### config.mk
export PLATFORM = sky130hd
export DESIGN_NAME = display_mux
export DESIGN_NICKNAME = d
export VERILOG_FILES = /design/src/rtl/display_pkg.sv /design/src/rtl/display_mux_seg16_decode.sv /design/src/rtl/display_mux.sv
export SDC_FILE = /design/constraint.sdc
export NUM_CORES = 1
export LEC_CHECK = 0
export ABC_AREA = 1
export BUFFER_PORTS_ARGS = -buffer_cell sky130_fd_sc_hd__buf_2
export CAP_MARGIN = 20
export CORE_MARGIN = 1
export CORE_UTILIZATION = 48
export DETAILED_ROUTE_END_ITERATION = 12
export GPL_TIMING_DRIVEN = 0
export PLACE_DENSITY = 0.66
export SYNTH_ARGS = -nofsm -noshare
export SYNTH_HDL_FRONTEND = slang
export SYNTH_SLANG_ARGS = --single-unit
export TNS_END_PERCENT = 5
### constraint.sdc
create_clock -name clk -period 2.89 [get_ports clk]
set_input_delay 0.4335 -clock clk [delete_from_list [all_inputs] [get_ports clk]]
set_output_delay 0.4335 -clock clk [all_outputs]
set_load 0.01 [all_outputs]
### src/rtl/display_pkg.sv
// display_pkg: shared types and segment encodings for the 16-segment display driver
package display_pkg;
    typedef logic [15:0] seg_t;
    localparam seg_t SEG_CODE [0:9] = '{
        16'h7F86, 16'h3000, 16'h6EE0, 16'h7CE0, 16'h3160,
        16'h5DE0, 16'h5FE0, 16'h7100, 16'h7FE0, 16'h7DE0
    };
    localparam seg_t SEG_BLANK = 16'h0000;
    localparam logic [3:0] BCD_MAX = 4'd9;
endpackage

### src/rtl/display_mux_seg16_decode.sv
// seg16_decode: maps one BCD nibble to its 16-segment pattern, blank and flagged when above 9
module seg16_decode
    import display_pkg::*;
(
    input  logic [3:0] bcd,
    output seg_t       code,
    output logic       invalid
);
    // non-decimal nibbles render blank rather than garbage
    always_comb begin
        invalid = bcd > BCD_MAX;
        code    = invalid ? SEG_BLANK : SEG_CODE[bcd];
    end
endmodule

### src/rtl/display_mux.sv
// display_mux: multiplexed multi-digit 16-segment driver with blink and optional leading-zero blanking (DISPLAY_MUX_LZB_EN)
module display_mux
    import display_pkg::*;
#(
    parameter int DIGITS       = 4,
    parameter int REFRESH_DIV  = 50000,
    parameter int BLINK_FRAMES = 64
) (
    input  logic                clk,
    input  logic                rst,
    input  logic                enable,
    input  logic                load,
    input  logic [4*DIGITS-1:0] bcd_in,
    input  logic [DIGITS-1:0]   blink_mask,
    output seg_t                seg,
    output logic [DIGITS-1:0]   digit_sel,
    output logic                bcd_err
);
    localparam int PW = REFRESH_DIV > 1 ? $clog2(REFRESH_DIV) : 1;
    localparam int IW = DIGITS > 1 ? $clog2(DIGITS) : 1;
    localparam int BW = BLINK_FRAMES > 1 ? $clog2(BLINK_FRAMES) : 1;
    localparam logic [PW-1:0] P_LAST = PW'(REFRESH_DIV - 1);
    localparam logic [IW-1:0] I_LAST = IW'(DIGITS - 1);
    localparam logic [BW-1:0] B_LAST = BW'(BLINK_FRAMES - 1);

    logic [PW-1:0]            presc;
    logic [IW-1:0]            idx;
    logic [BW-1:0]            bcnt;
    logic                     phase;
    logic [DIGITS-1:0][3:0]   shadow;
    logic [DIGITS-1:0]        lz;
    logic                     tick;
    logic                     err_in;
    logic                     invalid;
    seg_t                     code;

    assign tick = presc == P_LAST;

    seg16_decode u_dec (
        .bcd     (shadow[idx]),
        .code    (code),
        .invalid (invalid)
    );

`ifdef DISPLAY_MUX_LZB_EN
    logic run;
`endif
    // leading-zero mask: a digit is blank when it and all higher digits are zero; digit 0 always shows
    always_comb begin
        lz = '0;
`ifdef DISPLAY_MUX_LZB_EN
        run = 1'b1;
        for (int i = DIGITS - 1; i > 0; i--) begin
            run   = run && shadow[i] == 4'd0;
            lz[i] = run;
        end
`endif
    end

    // flag any non-decimal nibble in the incoming value
    always_comb begin
        err_in = 1'b0;
        for (int i = 0; i < DIGITS; i++) err_in = err_in | (bcd_in[4*i +: 4] > BCD_MAX);
    end

    // prescaler, digit index and frame-based blink phase; these run regardless of enable
    always_ff @(posedge clk or posedge rst) begin
        if (rst) begin
            presc <= '0;
            idx   <= '0;
            bcnt  <= '0;
            phase <= 1'b0;
        end else begin
            presc <= tick ? '0 : presc + 1'b1;
            if (tick) begin
                idx <= idx == I_LAST ? '0 : idx + 1'b1;
                if (idx == I_LAST) begin
                    bcnt <= bcnt == B_LAST ? '0 : bcnt + 1'b1;
                    if (bcnt == B_LAST) phase <= ~phase;
                end
            end
        end
    end

    // shadow copy and its validity flag, captured together on load
    always_ff @(posedge clk or posedge rst) begin
        if (rst) begin
            shadow  <= '0;
            bcd_err <= 1'b0;
        end else if (load) begin
            shadow  <= bcd_in;
            bcd_err <= err_in;
        end
    end

    // output registers updated once per slot with the blanking priority applied
    always_ff @(posedge clk or posedge rst) begin
        if (rst) begin
            seg       <= SEG_BLANK;
            digit_sel <= '0;
        end else if (tick) begin
            digit_sel <= enable ? DIGITS'(1) << idx : '0;
            seg       <= (!enable || (phase && blink_mask[idx]) || lz[idx] || invalid) ? SEG_BLANK : code;
        end
    end
endmodule

==> out/metrics.cfg <==
[global_routing]
grt_max_degree = 29
gr-total-overflow = 0
gr-usage-all-layers = 0.205
antenna_found_initial = 0
grt_pass1_wl_um = 10200
first_global_vias = 2295

[routing]
drtIter0Drc = 152
vias_per_cell = 4.83
drt_wl_total_um = 5960
drtAntennaViolNets = 0
post_drt_wl_per_cell_um = 11.4
drc = 0
vias = 2532
dr.pass1.iters = 5

[cts]
ctsHoldBuffers = 0
post_cts_buffers = 0
post_cts_resized = 0
clk_path_buf_depth = 2
cts_buffers = 5
cts_max_level = 2
clk_pin_slew_worst_paths_ns = 0.10
cts_tree = built
clk_latency_ns = 0.31
clock_sinks = 54
root_buffer = clkbuf_8

[worst_setup_path]
r2r_cells = 11
path_common_cell = nand2_1
crit_path_start_kind = flop
worst-setup-path-type = flop to flop
end_kind = flop
cp_num_buf_inv = 4
cpLargestDelayFamily = simple AND/OR/NAND/NOR gates
path_max_fanout = 10
path_cells = inv_2 > nand3_1 > nand2_1 > inv_1 > ha_1 > inv_1 > nand2_1 > a21oi_2 > inv_2 > nand3_1 > nand2_1
crit_required_ns = 3.10
crit_cells = 11
arrival_ns = 2.16
cpMaxStageDelayCell = dfrtp_1
slowest_delay_ns = 0.50

[yosys]
synthArstFlopShare = 1.00
synth_area_leader_cell = dfrtp_1
ys_seq_elements = 54
ys_warn_count = 0
synth_ff_type = dfrtp_1
synth_edf_count = 0
seq_area_frac_synth = 0.456
postSynthCellCount = 397
yosysTopAreaCellShare = 0.456
yosysMostFrequentCell = nand2_1
syn_area_um2 = 2970
synth_common_cells = nand2_1 (146), dfrtp_1 (54), inv_1 (39), nand3_1 (36), nor2_1 (31)
syn_area_per_cell_um2 = 7.47
synthTopCellsByArea = dfrtp_1 (46%), nand2_1 (18%), nand3_1 (6.1%)
netlist-cell-type-count = 31

[timing]
slew_headroom = 0.603
timing.fmax_mhz = 512
tns_ns = 0
worstMarginPinSlew_ns = 0.594
maxSlewViolCount = 0
final-hold-violation-count = 0
period_share = 0.676
clock_skew_ns = 0.00715
rsz0062_at_grt = no
setup_viol = 0
period_minus_slack_ns = 1.95

[pwr]
ir_worst_vdd_v = 0.000180
power_density_nw_per_um2 = 418
total_power_uw = 1420
p_leak_uw = 0.00177

[job]
cap_violations = 0

[floorplanning]
die_area_um2 = 6500
num_rows = 28
core-area_um2 = 5960
start_util = 0.498
io_pins = 45
dieHeight_um = 80.6
die_w_um = 80.6

[placement]
portBuffers = 40
dp_hpwl_um = 4610
gp_congestion = 0.811
postPlaceCellArea_um2 = 3290
dp.cells = 516

[hold_path]
hold_path_class = primary input to async pin

[finish]
final_nets = 483
areaGrowthSynthToFinish_pct = 14.7
fin_cells = 524
fin_area_um2 = 3400
fillers = 571
drive_gt1_frac = 0.174
n_antenna_cell = 0

[run_status]
outcome = finished, final reports clean

[worst register-to-register path, cell delays in order, from the launching register on]
cell	delay, ns
dfrtp_1	0.50
inv_2	0.21
nand3_1	0.10
nand2_1	0.18
inv_1	0.10
ha_1	0.20
inv_1	0.07
nand2_1	0.07
a21oi_2	0.17
inv_2	0.08
nand3_1	0.12
nand2_1	0.06
[routing by layer]
| metal | up-vias | wire length (um) | share of wire | track usage |
|---|---|---|---|---|
| met4 | 0 | 67 | 0.011 | 0.0536 |
| met5 | - | 0 | 0 | 0 |
| li1 | 1329 | - | - | - |
| met2 | 57 | 2820 | 0.47 | 0.347 |
| met1 | 1140 | 2820 | 0.47 | 0.266 |
| met3 | 6 | 248 | 0.042 | 0.0375 |
[where the power goes]
group / leakage, uW / internal [uW] / switching, uW
Sequential: 0.000644 / 776 / 11.9
Combinational: 0.00108 / 47.3 / 80.9
Clock: 0.0000514 / 259 / 247
Total: 0.00177 / 1080 / 340
[placed cells by master (no fill, tap or decap), drive strengths merged]
cell,Yosys,routed
nand2,150,150
clkinv,1,1
o21ai,24,24
dfrtp,54,54
nor2,34,34
nand3,36,36
a31oi,2,2
buf,14,55
conb,1,4
and3,1,1
xor2,4,4
nand4,1,1
clkbuf,2,8
or2,1,1
ha,11,11
inv,44,44
nor3,6,6
xnor2,2,2
bufinv,0,1
a21oi,7,7
clkinvlp,0,1
nand3b,2,2
[path summary, 6_finish.rpt]
| path | startpoint | to | slack (ns) |
|---|---|---|---|
| worst min-delay path | rst | shadow[2]$_DFFE_PP0P_ | 0.18 |
| worst min register to register | seg[13]$_DFFE_PP0N_ | seg[13]$_DFFE_PP0N_ | 0.48 |
| worst max register to register | idx[1]$_DFFE_PP0N_ | seg[11]$_DFFE_PP0N_ | 0.94 |
| min in group clk | bcd_in[4] | shadow[4]$_DFFE_PP0P_ | 0.33 |
| max in group asynchronous | rst | bcnt[5]$_DFFE_PP0P_ | 2.16 |
| worst max-delay path | idx[1]$_DFFE_PP0N_ | seg[11]$_DFFE_PP0N_ | 0.94 |
[kinds of logic (layout without fill, tap and decap cells)]
group                    count (synthesis)  after routing  synth area share
other                                    1              4           0.00126
adder cells (fa/ha/maj)                 11             11            0.0464
AO/OA/AOI/OAI                           33             33            0.0590
flip-flops                              54             54             0.456
AND/OR/NAND/NOR                        231            231             0.324
XOR/XNOR                                 6              6            0.0177
buffers and inverters                   61            110            0.0957
[flip-flops by register name, summed over array words and instances, names as in the netlist]
signal / flops
shadow: 16
digit_sel: 4
idx: 2
phase: 1
presc: 16
bcnt: 6
seg: 8
bcd_err: 1
[per-stage QoR]
stage | utilization | hold WS (ns) | setup WS [ns]
finish | 0.571 | 0.182 | 0.937
global route | 0.571 | 0.220 | 0.743
CTS | 0.571 | 0.204 | 0.927
detailed placement | 0.553 | 0.460 | 0.952
global placement | 0.549 | 0.450 | 0.438
floorplan | - | 0.431 | 1.14
[layout make-up]
type	instances	area, um2	area share
sequential	54	1350	0.397
multi-input combinational	285	1340	0.395
timing repair buffer	41	220	0.0647
inverter	45	170	0.0500
buffer	16	114	0.0335
tap	75	93.8	0.0276
clock buffer	6	72.6	0.0213
clock inverter	2	37.5	0.0110
Note: power is estimated with default switching activity, not from simulation.
